File: src/rtl/reduce_xor_stream.sv
// reduce_xor_stream
//   Pipelined, handshaked XOR reducer. Each accepted beat carries NUM_ELEMENTS
//   words of ELEMENT_WIDTH bits. They are folded by a registered FAN_IN-ary XOR
//   tree. The per-beat reductions are accumulated over a frame that closes on
//   in_last, and the frame result is presented on out_xor with a valid/ready
//   handshake. A single global enable stalls the whole pipeline under output
//   backpressure, so no beat is lost or duplicated.
//
// Ports
//   in_clock     rising-edge clock
//   in_reset     synchronous, active-high reset
//   in_elements  packed words, element j at bits [j*ELEMENT_WIDTH +: ELEMENT_WIDTH]
//   in_valid     beat present
//   in_last      beat closes the current frame
//   in_ready     beat accepted when in_valid && in_ready at a rising edge
//   out_xor      frame result (holds its value while out_valid is low)
//   out_valid    out_xor valid
//   out_ready    consumer accepts when out_valid && out_ready
module reduce_xor_stream #(
  parameter int NUM_ELEMENTS  = 5,
  parameter int ELEMENT_WIDTH = 4,
  parameter int FAN_IN        = 2
) (
  input  logic                                  in_clock,
  input  logic                                  in_reset,
  input  logic [NUM_ELEMENTS*ELEMENT_WIDTH-1:0] in_elements,
  input  logic                                  in_valid,
  input  logic                                  in_last,
  output logic                                  in_ready,
  output logic [ELEMENT_WIDTH-1:0]              out_xor,
  output logic                                  out_valid,
  input  logic                                  out_ready
);

  localparam int W = ELEMENT_WIDTH;

  // Number of words present at tree level k (level 0 is the input beat).
  function automatic int level_count(input int k);
    int n;
    n = NUM_ELEMENTS;
    for (int i = 0; i < k; i++) n = (n + FAN_IN - 1) / FAN_IN;
    return n;
  endfunction

  // max(1, ceil(log_FAN_IN(NUM_ELEMENTS))), found by repeated division so a
  // non-power-of-two fan-in is handled exactly.
  function automatic int num_stages();
    int n;
    int s;
    n = NUM_ELEMENTS;
    s = 0;
    for (int i = 0; i < 32; i++) begin
      if (n > 1) begin
        n = (n + FAN_IN - 1) / FAN_IN;
        s++;
      end
    end
    return (s < 1) ? 1 : s;
  endfunction

  // Bit offset of level k inside the flattened level bus.
  function automatic int level_offset(input int k);
    int o;
    o = 0;
    for (int i = 0; i < k; i++) o += level_count(i) * W;
    return o;
  endfunction

  localparam int S     = num_stages();
  localparam int LVL_W = level_offset(S);

  // Levels 0..S-1 side by side: level 0 is the raw input beat, levels
  // 1..S-1 are pipeline registers. Level S (the root word r) feeds the
  // accumulator directly and is never registered on its own.
  logic [LVL_W-1:0] lvl_words;
  logic [S-1:0]     lvl_valid;
  logic [S-1:0]     lvl_last;
  logic [W-1:0]     r;
  logic             en;

  // Every stage moves together; bubbles are carried, not squeezed out.
  assign en       = !out_valid || out_ready;
  assign in_ready = en && !in_reset;

  assign lvl_words[NUM_ELEMENTS*W-1:0] = in_elements;
  assign lvl_valid[0]                  = in_valid && in_ready;
  assign lvl_last[0]                   = in_last;

  for (genvar k = 1; k <= S; k++) begin : g_stage
    localparam int P_CNT = level_count(k - 1);
    localparam int CNT   = level_count(k);
    localparam int P_OFF = level_offset(k - 1);

    logic [CNT*W-1:0] node_d;

    for (genvar j = 0; j < CNT; j++) begin : g_node
      // Words LO..HI-1 of the previous level; a lone leftover word is a
      // one-term XOR and passes through unchanged.
      localparam int LO = j * FAN_IN;
      localparam int HI = ((j + 1) * FAN_IN < P_CNT) ? (j + 1) * FAN_IN : P_CNT;

      logic [W-1:0] node_x;

      // NOTE: combinational blocks use blocking '=' and assign a default
      // first, so the result is pure logic with no inferred latch.
      always_comb begin
        node_x = '0;
        for (int i = LO; i < HI; i++) node_x = node_x ^ lvl_words[P_OFF + i*W +: W];
      end

      assign node_d[j*W +: W] = node_x;
    end

    if (k < S) begin : g_reg
      localparam int OFF = level_offset(k);

      logic [CNT*W-1:0] words_q;
      logic             valid_q;
      logic             last_q;

      // NOTE: sequential state uses non-blocking '<=' so every register
      // samples pre-edge values regardless of block evaluation order.
      always_ff @(posedge in_clock) begin
        if (in_reset) valid_q <= 1'b0;
        else if (en)  valid_q <= lvl_valid[k-1];
      end

      // NOTE: data words and the last flag are qualified by valid_q, so they
      // carry no reset; only the control bit needs a known value.
      always_ff @(posedge in_clock) begin
        if (en) begin
          words_q <= node_d;
          last_q  <= lvl_last[k-1];
        end
      end

      assign lvl_words[OFF +: CNT*W] = words_q;
      assign lvl_valid[k]            = valid_q;
      assign lvl_last[k]             = last_q;
    end else begin : g_root
      assign r = node_d;
    end
  end

  // Accumulate/output stage, fed by the last tree level (or by the input
  // handshake directly when the tree is a single level).
  logic         beat_valid;
  logic         beat_last;
  logic [W-1:0] acc_q;

  assign beat_valid = lvl_valid[S-1];
  assign beat_last  = lvl_last[S-1];

  always_ff @(posedge in_clock) begin
    if (in_reset) begin
      acc_q     <= '0;
      out_xor   <= '0;
      out_valid <= 1'b0;
    end else if (en) begin
      // With en high, any held result is being consumed this cycle, so
      // out_valid is high afterwards only if a new frame closes right now.
      out_valid <= beat_valid && beat_last;
      if (beat_valid) begin
        if (beat_last) begin
          out_xor <= acc_q ^ r;
          acc_q   <= '0;
        end else begin
          acc_q   <= acc_q ^ r;
        end
      end
    end
  end

endmodule

File: config.mk
export PLATFORM = sky130hd
export DESIGN_NAME = reduce_xor_stream
export DESIGN_NICKNAME = d
export VERILOG_FILES = /design/src/rtl/reduce_xor_stream.sv
export SDC_FILE = /design/constraint.sdc
export NUM_CORES = 1
export LEC_CHECK = 0
export BUFFER_PORTS_ARGS = -buffer_cell sky130_fd_sc_hd__buf_2
export CORE_MARGIN = 3
export CORE_UTILIZATION = 55
export CTS_CLUSTER_DIAMETER = 100
export DETAILED_ROUTE_END_ITERATION = 10
export PLACE_DENSITY = 0.77
export SLEW_MARGIN = 40
export SYNTH_ARGS = -nofsm -noshare
export SYNTH_HDL_FRONTEND = slang
export SYNTH_SLANG_ARGS = --single-unit
File: constraint.sdc
create_clock -name in_clock -period 2.7 [get_ports in_clock]
set_input_delay 0.405 -clock in_clock [delete_from_list [all_inputs] [get_ports in_clock]]
set_output_delay 0.405 -clock in_clock [all_outputs]
set_load 0.01 [all_outputs]
* Word level (Yosys, flattened, before mapping)
Cells that the tools add are included.
** Operators by class
- Mux-type cells :: 1
- Bitwise gates (word level) :: 5
- Reduce and logical (&&, ||, !) cells :: 8
** Operator list (number)
- $xor 4x4->4 :: 5
- $mux 4 :: 1
- $logic_and 1x1->1 :: 3
- $reduce_and 3->1 :: 1
- $logic_not 1->1 :: 2
- $reduce_and 2->1 :: 1
- $logic_or 1x1->1 :: 1
** Word-level totals
- Bits in registers :: 33
- Input port bits :: 25
- Output and inout port bits :: 6
- Word-level logic and storage cells :: 23

* Longest topological paths before layout
Gate-level depths: netlist (run 1).
- Depth in word-level cells :: 4
- Mapped depth :: 5
- Mapped depth without buffers :: 4

* Least setup slack after synthesis (run 1)
No wires, ideal clock.
- Path type :: reg-to-reg
- Start :: register out_valid
- End :: register out_xor[2]
- Setup time :: 0.075 ns
- Arrival :: 1.191 ns
- Data required time :: 2.625 ns
- Slack :: 1.434 ns
- Stages on the path, launching flop included :: 6
- Path buffers :: 1
- Period minus slack after synthesis :: 1.266 ns
- Cell sequence :: dfxtp_1 nor2b_4 inv_2 buf_6 a311o_1 o21ai_0
** Between the ends
- Longest elaborated chain between the ends :: 3
** Ends and longest elaborated chain
- start: declaration :: line 31 : output logic out_valid,
- start signal: assignment :: line 162 : out_valid <= beat_valid && beat_last;
- $logic_not 1->1 :: line 82 : assign en = !out_valid || out_ready;
- $logic_or 1x1->1 :: line 82
- net en :: line 79 : logic en;
- $reduce_and 3->1 (no line)
- end signal: assignment :: line 165 : out_xor <= acc_q ^ r;
- end: declaration :: line 30 : output logic [ELEMENT_WIDTH-1:0] out_xor,
The timed path passes the listed nets, and every way through them passes these cells.
A chain may end at the register's enable or synchronous reset.

* Worst setup path in the final report (run 1)
- Start :: register out_valid
- End :: register out_xor[1]
** Between the ends
- Longest elaborated chain between the ends :: 3
** Ends and longest elaborated chain (line)
- $logic_not 1->1 :: 82
- $logic_or 1x1->1 :: 82
- $reduce_and 3->1 (no line)
Every way passes these cells.

==> results of run 1 <==
flip-flops by register name (all words and copies together) (netlist names):
name	flops
beat_valid	1
g_stage.g_reg.last_q	1
out_valid	1
acc_q	4
out_xor	4
beat_last	1
g_stage.g_reg.words_q	20
g_stage.g_reg.valid_q	1
layout make-up:
cell class | instances | area [um2] | area share (%)
sequential | 33 | 881 | 55.9
tap | 28 | 35.0 | 2.22
inverter | 5 | 18.8 | 1.19
multi-input combinational | 56 | 415 | 26.4
clock inverter | 2 | 33.8 | 2.14
clock buffer | 6 | 41.3 | 2.62
timing repair buffer | 30 | 150 | 9.53
metrics by stage:
stage	cells	hold WS (ns)	util (%)	area, um2	setup slack, ns
2_1_floorplan	98	0.400	-	1340	1.43
3_5_place_dp	152	0.405	66.5	1500	1.09
4_1_cts	160	0.231	69.9	1580	1.20
5_1_grt	160	0.204	69.9	1580	1.02
3_3_place_gp	152	0.403	66.5	1500	1.17
6_report	160	0.251	69.9	1580	1.24
cells in the mapped netlist, drive strengths merged:
| cell type | instances |
|---|---|
| a32o | 4 |
| edfxtp | 22 |
| nor3b | 1 |
| o21ai | 4 |
| o211ai | 4 |
| xor2 | 16 |
| nor2b | 5 |
| dfxtp | 11 |
| xnor2 | 4 |
| a311o | 4 |
| a21oi | 3 |
| nand2 | 4 |
| buf | 2 |
| nor2 | 6 |
| nand4b | 1 |
| inv | 5 |
| clkbuf | 2 |
cells in the final DEF, fill, tap and decap left out, drive strengths merged:
cell	n
buf	30
edfxtp	22
xor2	16
dfxtp	11
nor2	6
clkbuf	6
inv	5
nor2b	5
xnor2	4
o21ai	4
o211ai	4
a32o	4
nand2	4
a311o	4
a21oi	3
nand4b	1
nor3b	1
bufinv	1
clkinv	1
critical path, cell delays in order (launching register included):
cell,delay [ns]
dfxtp_1,0.32
nor2b_4,0.14
inv_2,0.45
nand4b_1,0.25
o21ai_0,0.23
logic make-up after synthesis:
kind of cell | after synthesis
buffers and inverters | 9
xor gates and xnor gates | 20
and+or+nand+nor | 17
DFF | 33
AOI/OAI and AO/OA | 19
power breakdown:
| part | switching, mW | internal [mW] |
|---|---|---|
| logic | 0.0463 | 0.0499 |
| registers | 0.0224 | 0.587 |
| clock network | 0.152 | 0.193 |
| total | 0.220 | 0.829 |
worst max-delay path by stage:
stage / start / to / slack [ns] / depth (start not counted)
floorplan: out_valid$_SDFFE_PP0P_ / out_xor[2]$_SDFFE_PP0P_ / 1.43 / 5
global placement: out_ready / out_xor[3]$_SDFFE_PP0P_ / 1.17 / 5
detailed placement: out_ready / out_xor[1]$_SDFFE_PP0P_ / 1.09 / 5
CTS: out_valid$_SDFFE_PP0P_ / out_xor[1]$_SDFFE_PP0P_ / 1.20 / 4
global route: out_valid$_SDFFE_PP0P_ / out_xor[1]$_SDFFE_PP0P_ / 1.02 / 4
finish: out_valid$_SDFFE_PP0P_ / out_xor[1]$_SDFFE_PP0P_ / 1.24 / 4
per-layer routing:
metal | wire length (um) | track usage [%] | up-vias | part of all wire, %
met2 | 1040 | 25.2 | 33 | 53
met1 | 742 | 15.3 | 386 | 38
met4 | 19 | 7.29 | 0 | 0.97
met5 | 0 | 0 | - | 0
li1 | - | - | 416 | -
met3 | 156 | 8.41 | 2 | 8.0
==> results by group, run 1 <==
Outcome
  – Status: finished, final reports clean

Layout
  – # fillers: 173
  – N_diodes: 0
  – Share of cells above drive strength 1: 30.3%
  – Area growth, synth to finish: 17.7%
  – Nets: 156

Synth
  – Syn Area/Cell: 13.7 um2
  – Post-synth top area cell: edfxtp_1
  – Post-Synth XOR/XNOR Area: 13.1%
  – Synthesized Nets: 123
  – Area share of the largest cell type after synthesis: 49.3%
  – Post-synthesis cell type count: 21
  – Post-synthesis adder-cell area fraction: 0%
  – Largest cells by area after synthesis: edfxtp_1 (49%), dfxtp_1 (16%), xor2_1 (10%), a32o_1 (3.0%), xnor2_1 (2.6%)
  – Register area share after synthesis: 65.8%
  – Cell Area, Synth: 1340 um2
  – Mux cell area share after synthesis: 0%
  – Simple-gate share of the synthesized area: 6.92%
  – Largest family of logic cells by synthesized area: XOR/XNOR gates
  – Syn. warnings: 0
  – Mapped Cells: 98
  – #FFs+latches synth: 33
  – Synth Area in Compound Gates: 11.0%

GRT
  – Initial antenna violation count: 0
  – Global route total overflow: 0
  – Vias in the first global route: 824
  – Largest net degree at the start of global routing: 34
  – Gr usage total: 15.2%
  – Global-route wire length before repair: 3.47 mm

Die
  – Io pins: 31
  – Std cell rows: 17
  – Chip height: 55.3 um
  – Die area: 3060 um2
  – Chip Width: 55.3 um
  – Core area: 2250 um2
  – Initial Utilization: 59.4%

Clock tree
  – CTS resizes: 0
  – Clk buf depth: 2
  – Post-CTS Hold Fix Bufs: 0
  – Total CTS buffers: 5
  – Post-CTS Setup Bufs: 0
  – Htree depth: 2
  – Root Driver: clkbuf_4
  – CTS Sinks: 33
  – Clock slew at reported path FFs: 0.09 ns
  – CTS tree: done
  – Worst-skew pair later-pin latency: 0.32 ns

STA
  – Minimum clock period: 1.46 ns
  – Final Setup Violations: 0
  – Tightest Pin Transition: 0.606 ns
  – Final Skew: 0.00345 ns
  – Worst rel slew slack: 59.5%
  – TNS Setup: 0 ns
  – Max Freq: 0.683 GHz
  – Unrepaired setup endpoints after global routing: no
  – Final Max Slew Viols: 0
  – Final period utilization: 54.2%
  – Hold Fails Final Rpt: 0

Drt
  – Avg WL per Cell: 12.2 um
  – Via density: 5.23
  – Initial DRC Count: 15
  – TritonRoute pass-1 iters: 4
  – Drt total wl: 1.95 mm
  – Vias post-DR: 837
  – Routed Antenna Nets: 0
  – # DRC: 0

Worst hold path
  – Worst hold path type: input pin to register
  – Hold EP: g_stage[1].g_reg.words_q[9]$_DFFE_PP_
  – Hold depth: 1
  – Min-Delay Startpoint: in_elements[17]

Critical path
  – Crit path required time: 2.94 ns
  – CP max FO: 33
  – Critical Path AT: 1.71 ns
  – CP Capture Type: register
  – Crit Path Class: register to register
  – R2R Setup Slk: 1.24 ns
  – Worst reg2reg path depth: 4
  – Reg2reg end: out_xor[1]$_SDFFE_PP0P_
  – Reg2Reg Launch Point: out_valid$_SDFFE_PP0P_
  – CP Launch Type: register

Power
  – Peak supply drop: 550 uV
  – Pwr Density: 666 nW/um2
  – Total Power Consumption: 1.05 mW
  – Leakage power: 0.628 nW

Placement
  – # port buffers: 30
  – Post-DP HPWL: 1.35 mm
  – RePlAce Congestion: 0.654

Flow run
  – Max Cap Viol: 0
(Power assumes the default switching activity.)
==> run 2: changes to the inputs <==
Settings changed: CORE_UTILIZATION 55 to 47, PLACE_DENSITY 0.77 to 0.7.
Clock period 2.7 ns to 1.25 ns, I/O delays scaled along.
==> run 2 against run 1 <==
Via count up 1.4%. Largest cell class unchanged. Sequential share of layout area shrank 2.3 points. Global-route usage down 2.8 points. Sequential power increased by 110%. Combinational power increased by 140%. Clock skew grew 0.0062 ns. Worst setup slack got worse by 1.2 ns. Critical path depth down 1. Register-to-register slack got worse by 1.2 ns. Final cell count up 6.3%. Worst hold slack got worse by 0.22 ns.
==> results by group, run 2 (synthesis results as in run 1) <==
Outcome
  – Status: finished, final reports clean

STA
  – Final Skew: 0.00962 ns (+0.00617 ns)
  – Final Max Slew Viols: 0 (unchanged)
  – Max Freq: 0.815 GHz
  – Final period utilization: 98.1%
  – TNS Setup: 0 ns (unchanged)
  – Tightest Pin Transition: 0.306 ns (-0.301 ns)
  – Worst rel slew slack: 79.6% (+20 points)
  – Minimum clock period: 1.23 ns
  – Unrepaired setup endpoints after global routing: yes
  – Hold Fails Final Rpt: 0 (unchanged)
  – Final Setup Violations: 0 (unchanged)
  – Final worst slack: 0.0237 ns (-1.21 ns)

Placement
  – RePlAce Congestion: 0.721 (+10%)
  – Pre-CTS setup slack: 0.0289 ns (-1.06 ns)
  – # port buffers: 30 (unchanged)
  – Post-DP HPWL: 1.34 mm (-0.63%)

Critical path
  – Reg2reg end: out_xor[0]$_SDFFE_PP0P_
  – Crit-path cells: nor2b_4, nor2_1, buf_2
  – CP max FO: 4 (-88%)
  – CP Capture Type: primary output
  – Crit path required time: 1.06 ns (-1.88 ns)
  – CP Launch Type: register
  – Worst reg2reg path depth: 4 (unchanged)
  – R2R Setup Slk: 0.08 ns (-1.16 ns)
  – Buffers plus inverters on the worst setup path: 1 (unchanged)
  – CP max-delay cell: dfxtp_2
  – Reg2Reg Launch Point: out_valid$_SDFFE_PP0P_
  – Top delay family on crit path: flip-flops
  – Critical Path AT: 1.04 ns (-0.67 ns)
  – Crit Path Class: register to primary output
  – Largest stage delay on the critical path: 0.34 ns (-0.11 ns)

Layout
  – Max FFs per register: 20 (unchanged)
  – Reg with most FFs: g_stage.g_reg.words_q
  – Most frequent cells in the layout: buf_2 (30), edfxtp_1 (22), xor2_1 (16)
  – Area growth, synth to finish: 23.0%
  – Commonest non-fill, non-tap cell in the layout: buf_2
  – Seq. cell area: 882 um2 (+0.14%)
  – Largest registers: g_stage.g_reg.words_q: 20 flops, acc_q: 4 flops, out_xor: 4 flops
  – Multi-input gate area: 427 um2 (+2.7%)
  – Share of cells above drive strength 1: 35.0% (+4.7 points)
  – Nets: 164 (+5.1%)
  – Layout Utilization: 63.6% (-6.3 points)
  – # fillers: 199 (+15%)
  – N_diodes: 0 (unchanged)

Die
  – Std cell rows: 18 (+1)
  – Die area: 3520 um2 (+15%)
  – Chip Width: 59.4 um (+7.3%)
  – Io pins: 31 (unchanged)
  – Chip height: 59.4 um (+7.3%)
  – Core area: 2590 um2 (+15%)
  – Initial Utilization: 51.7% (-7.7 points)

Drt
  – Via density: 4.99 (-4.5%)
  – Vias post-DR: 849 (+1.4%)
  – Initial DRC Count: 19 (+4)
  – TritonRoute pass-1 iters: 3 (-1)
  – Routed Antenna Nets: 0 (unchanged)
  – Drt total wl: 1.98 mm (+1.6%)
  – Avg WL per Cell: 11.7 um (-4.4%)
  – # DRC: 0 (unchanged)

Clock tree
  – Clk buf depth: 2 (unchanged)
  – Root Driver: clkbuf_4
  – Clock slew at reported path FFs: 0.11 ns (+0.02 ns)
  – CTS tree: done
  – Htree depth: 2 (unchanged)
  – CTS Sinks: 33 (unchanged)
  – Total CTS buffers: 5 (unchanged)
  – Worst-skew pair later-pin latency: 0.33 ns (about the same)

Flow run
  – Max Cap Viol: 0 (unchanged)

Worst hold path
  – Hold EP: g_stage[1].g_reg.words_q[9]$_DFFE_PP_
  – Worst hold path type: input pin to register
  – Min-Delay Startpoint: in_elements[17]
  – Hold depth: 1 (unchanged)

GRT
  – Vias in the first global route: 779 (-5.5%)
  – Global route total overflow: 0 (unchanged)
  – Global-route wire length before repair: 3.08 mm (-11%)
  – Largest net degree at the start of global routing: 20 (-41%)
  – Initial antenna violation count: 0 (unchanged)
  – Gr usage total: 12.4% (-2.8 points)

Power
  – Total Power Consumption: 2.13 mW (+100%)
  – Leakage power: 0.652 nW (+3.8%)
  – Pwr Density: 1290 nW/um2 (+94%)
  – Peak supply drop: 1160 uV (+110%)
[run 2: worst max path at each step]
stage | end | cells past startpoint | from | slack [ns]
6_report | in_ready | 3 | out_valid$_SDFFE_PP0P_ | 0.02
3_3_place_gp | g_stage[1].g_reg.words_q[3]$_DFFE_PP_ | 3 | out_valid$_SDFFE_PP0P_ | 0.07
4_1_cts | in_ready | 3 | out_valid$_SDFFE_PP0P_ | 0.02
5_1_grt | in_ready | 3 | out_valid$_SDFFE_PP0P_ | -0.07
3_5_place_dp | acc_q[1]$_SDFFE_PP0P_ | 3 | out_valid$_SDFFE_PP0P_ | 0.03
2_1_floorplan | out_xor[2]$_SDFFE_PP0P_ | 5 | out_valid$_SDFFE_PP0P_ | 0.03
[run 2: timing repair]
| action | in CTS | in global routing |
|---|---|---|
| buffers inserted | 1 | 0 |
| endpoints found under the setup margin | 5 | 24 |
| resized for setup | 1 | 2 |
| hold endpoints to repair | 0 | 3 |
| hold buffers | 0 | 3 |
[run 2: area by class of cell]
cell class / count / share of cell area (%)
Clock inverter: 3 / 1.37
Sequential cell: 33 / 53.6
Tap cell: 30 / 2.28
Timing Repair Buffer: 38 / 13.4
Inverter: 5 / 1.14
Clock buffer: 5 / 2.28
Multi-Input combinational cell: 56 / 25.9
[run 2: metal layers]
metal | wire (um) | GRT usage (%) | vias to the layer above
met1 | 802 | 11.5 | 386
li1 | - | - | 432
met3 | 146 | 6.54 | 2
met5 | 0 | 0 | -
met2 | 1010 | 22.0 | 29
met4 | 23 | 5.83 | 0
[run 2: through the flow]
stage | instances | cell area (um2) | hold WS (ns)
2_1_floorplan | 98 | 1340 | 0.286
3_3_place_gp | 158 | 1530 | 0.365
3_5_place_dp | 158 | 1530 | 0.366
4_1_cts | 167 | 1610 | 0.00340
5_1_grt | 170 | 1650 | 0.00759
6_report | 170 | 1650 | 0.0337
[run 2: power by group]
group	switching [mW]	internal [mW]
Sequential	0.0371	1.27
Combinational	0.112	0.122
Clock	0.374	0.217
==> run 3: changes to the inputs <==
--- a/config.mk
+++ b/config.mk
@@ -7,2 +7,3 @@
 export LEC_CHECK = 0
+export ABC_AREA = 1
 export BUFFER_PORTS_ARGS = -buffer_cell sky130_fd_sc_hd__buf_2
@@ -11,2 +12,3 @@
 export CTS_CLUSTER_DIAMETER = 100
+export CTS_CLUSTER_SIZE = 12
 export DETAILED_ROUTE_END_ITERATION = 10
==> constraint.sdc (replaced) <==
create_clock -name in_clock -period 1.25 [get_ports in_clock]
set_input_delay 0.25 -clock in_clock [delete_from_list [all_inputs] [get_ports in_clock]]
set_output_delay 0.25 -clock in_clock [all_outputs]
set_load 0.01 [all_outputs]
==> run 3 against run 2 <==
Worst hold slack gained 0.051 ns. Register-to-register slack gained 0.06 ns. Flip-flop and latch count is the same. Worst setup slack worse by 0.00078 ns. Final cell count up 18%. Sequential power about the same. First-iteration DRC count up 53%. Die area grew 2.7%. Power grew 12%. Clock power rose by 40%. Cell area increased by 3.0%.
==> results by group, run 3 <==
Synth
  – Simple-gate share of the synthesized area: 15.6% (+8.7 points)
  – Syn. warnings: 0 (unchanged)
  – #FFs+latches synth: 33 (unchanged)
  – Cell Area, Synth: 1380 um2 (+3.0%)
  – Post-Synth XOR/XNOR Area: 7.62% (-5.5 points)
  – Area share of the largest cell type after synthesis: 47.9% (-1.4 points)
  – Synth Area in Compound Gates: 6.53% (-4.5 points)
  – Leading register cell type out of synthesis: edfxtp_1
  – Mapped Cells: 128 (+31%)
  – Async SR Flop Fraction: 0% (unchanged)
  – Synthesized Nets: 153 (+24%)
  – Mux cell area share after synthesis: 0% (unchanged)
  – Post-synth top area cell: edfxtp_1
  – Post-synth top cells: nand2_1 (32), edfxtp_1 (22), inv_1 (18)
  – EDFF count, synth: 22 (unchanged)
  – Largest cells by area after synthesis: edfxtp_1 (48%), dfxtp_1 (16%), nand2_1 (8.7%), xor2_1 (7.6%), inv_1 (4.9%)
  – Syn Area/Cell: 10.8 um2 (-21%)
  – Largest family of logic cells by synthesized area: simple AND/OR/NAND/NOR gates
  – Post-synthesis cell type count: 15 (-29%)
  – Post-synthesis adder-cell area fraction: 0% (unchanged)
  – Count leader, synth: nand2_1
  – Register area share after synthesis: 63.9% (-1.9 points)

Layout
  – N_diodes: 0 (unchanged)
  – # fillers: 233 (+17%)
  – Layout Utilization: 61.0% (-2.6 points)
  – Share of cells above drive strength 1: 33.5% (-1.5 points)
  – Design Area, Final: 1700 um2 (+3.0%)
  – Largest registers: g_stage.g_reg.words_q: 20 flops, acc_q: 4 flops, out_xor: 4 flops
  – Nets: 194 (+18%)
  – Commonest non-fill, non-tap cell in the layout: nand2_1
  – Post-route insts no fill: 201 (+18%)
  – Area growth, synth to finish: 23.0% (about the same)
  – Reg with most FFs: g_stage.g_reg.words_q
  – Most frequent cells in the layout: nand2_1 (32), buf_2 (30), edfxtp_1 (22)
  – Max FFs per register: 20 (unchanged)

STA
  – Final Max Slew Viols: 0 (unchanged)
  – Final Skew: 0.00569 ns (-0.00392 ns)
  – Final worst slack: 0.0229 ns (-0.000782 ns)
  – Worst rel slew slack: 84.9% (+5.4 points)
  – Final Setup Violations: 0 (unchanged)
  – Unrepaired setup endpoints after global routing: yes
  – Final period utilization: 98.2% (about the same)
  – Max Freq: 0.815 GHz (about the same)
  – Hold Fails Final Rpt: 0 (unchanged)
  – Minimum clock period: 1.23 ns (+0.000782 ns)
  – Tightest Pin Transition: 0.226 ns (-0.0798 ns)

Drt
  – Vias post-DR: 950 (+12%)
  – Initial DRC Count: 29 (+10)
  – Routed Antenna Nets: 0 (unchanged)
  – # DRC: 0 (unchanged)
  – Via density: 4.73 (-5.4%)
  – TritonRoute pass-1 iters: 4 (+1)
  – Drt total wl: 2.23 mm (+12%)
  – Avg WL per Cell: 11.1 um (-5.0%)

Critical path
  – R2R Setup Slk: 0.14 ns (+0.06 ns)
  – CP Capture Type: primary output
  – Crit Path Class: register to primary output
  – Crit path required time: 1.00 ns (-0.06 ns)
  – CP max FO: 3 (-1)
  – CP Launch Type: register
  – Critical Path AT: 0.98 ns (-0.06 ns)

Die
  – Core area: 2780 um2 (+7.4%)
  – Std cell rows: 19 (+1)
  – Chip Width: 60.2 um (+1.3%)
  – Chip height: 60.2 um (+1.3%)
  – Die area: 3620 um2 (+2.7%)
  – Io pins: 31 (unchanged)
  – Initial Utilization: 49.6% (-2.1 points)

Clock tree
  – CTS Sinks: 33 (unchanged)
  – Clock slew at reported path FFs: 0.10 ns (about the same)
  – Root Driver: clkbuf_4
  – Clk buf depth: 2 (unchanged)
  – CTS tree: done
  – Total CTS buffers: 5 (unchanged)
  – Worst-skew pair later-pin latency: 0.33 ns (about the same)
  – Htree depth: 2 (unchanged)

GRT
  – Vias in the first global route: 923 (+18%)
  – Global route total overflow: 0 (unchanged)
  – Gr usage total: 14.0% (+1.5 points)
  – Initial antenna violation count: 0 (unchanged)
  – Largest net degree at the start of global routing: 12 (-40%)
  – Global-route wire length before repair: 3.59 mm (+17%)

Power
  – Total Power Consumption: 2.38 mW (+12%)
  – Pwr Density: 1410 nW/um2 (+8.7%)
  – Peak supply drop: 1200 uV (+4.1%)
  – Leakage power: 0.776 nW (+19%)

Placement
  – RePlAce Congestion: 0.734 (+1.8%)
  – # port buffers: 30 (unchanged)
  – Inst Count DP: 192 (+22%)
  – Area post-placement: 1590 um2 (+3.8%)
  – Pre-CTS setup slack: 0.190 ns (+0.162 ns)
  – Post-DP HPWL: 1.65 mm (+23%)

Flow run
  – Max Cap Viol: 0 (unchanged)

Worst hold path
  – Worst hold path type: input pin to register

Outcome
  – Status: finished, final reports clean
## run 3: cell types whose count changed after synthesis, moves of 5 or more
cell / previous run / this run
inv_1: 4 / 18
nand2_1: 4 / 32
nand3_1: 0 / 8
nor2_1: 6 / 1
## run 3: worst paths after layout
| path | startpoint | end | cells after the start |
|---|---|---|---|
| worst min-delay path | in_elements[19] | g_stage[1].g_reg.words_q[11]$_DFFE_PP_ | 1 |
| worst min register to register | g_stage[1].g_reg.last_q$_DFFE_PP_ | beat_last$_DFFE_PP_ | 0 |
| worst max-delay path | out_valid$_SDFFE_PP0P_ | in_ready | 4 |
| worst max register to register | out_valid$_SDFFE_PP0P_ | acc_q[1]$_SDFFE_PP0P_ | 6 |
## run 3: logic make-up (layout without fill, tap and decap cells)
| logic type | Yosys count | count (layout) |
|---|---|---|
| xor+xnor | 12 | 12 |
| buf+inv | 23 | 65 |
| simple gates | 45 | 45 |
| flops | 33 | 33 |
| compound gates | 15 | 15 |
## run 3: routing by layer
layer / up-vias / part of all wire (%) / wire length, um / global-route usage [%]
li1: 490 / - / - / -
met1: 427 / 38 / 836 / 14.1
met2: 28 / 53 / 1180 / 24.4
met3: 5 / 7.8 / 174 / 6.70
met4: 0 / 1.8 / 40 / 5.70
met5: - / 0 / 0 / 0
## run 3: timing repair
action                                  CTS  global route
endpoints found under the setup margin    1             1
hold buffers                              0             0
setup buffers                             1             0
resized for setup                         1             2
pin swaps                                 1             0
## run 3: worst max-delay path: stages (launching register included)
cell     delay, ns
dfxtp_2       0.35
nand2_4       0.08
inv_4         0.04
nor2_2        0.06
buf_2         0.13
## run 3: cell type report
cell class	instances	area, um2	area share, %
well taps	31	38.8	2.29
multi-input cells	72	413	24.4
clock buffers	6	51.3	3.03
inverters	22	85.1	5.02
flip-flops and latches	33	882	52.0
clock inverters	2	37.5	2.21
repair buffers	35	188	11.1
## run 3: where the power goes
group / switching [mW] / leakage (nW) / internal [mW] / total [mW]
sequential: 0.0541 / 0.322 / 1.27 / 1.32
clock: 0.352 / 0.0445 / 0.475 / 0.827
combinational: 0.126 / 0.409 / 0.108 / 0.234
total: 0.532 / 0.776 / 1.85 / 2.38
## run 3: metrics by stage
stage	hold WS, ns	TNS, ns
after floorplan	0.349	0
after global placement	0.401	0
after detailed placement	0.412	0
after CTS	0.0678	-0.0104
after global routing	0.0683	-0.0301
final	0.0850	0
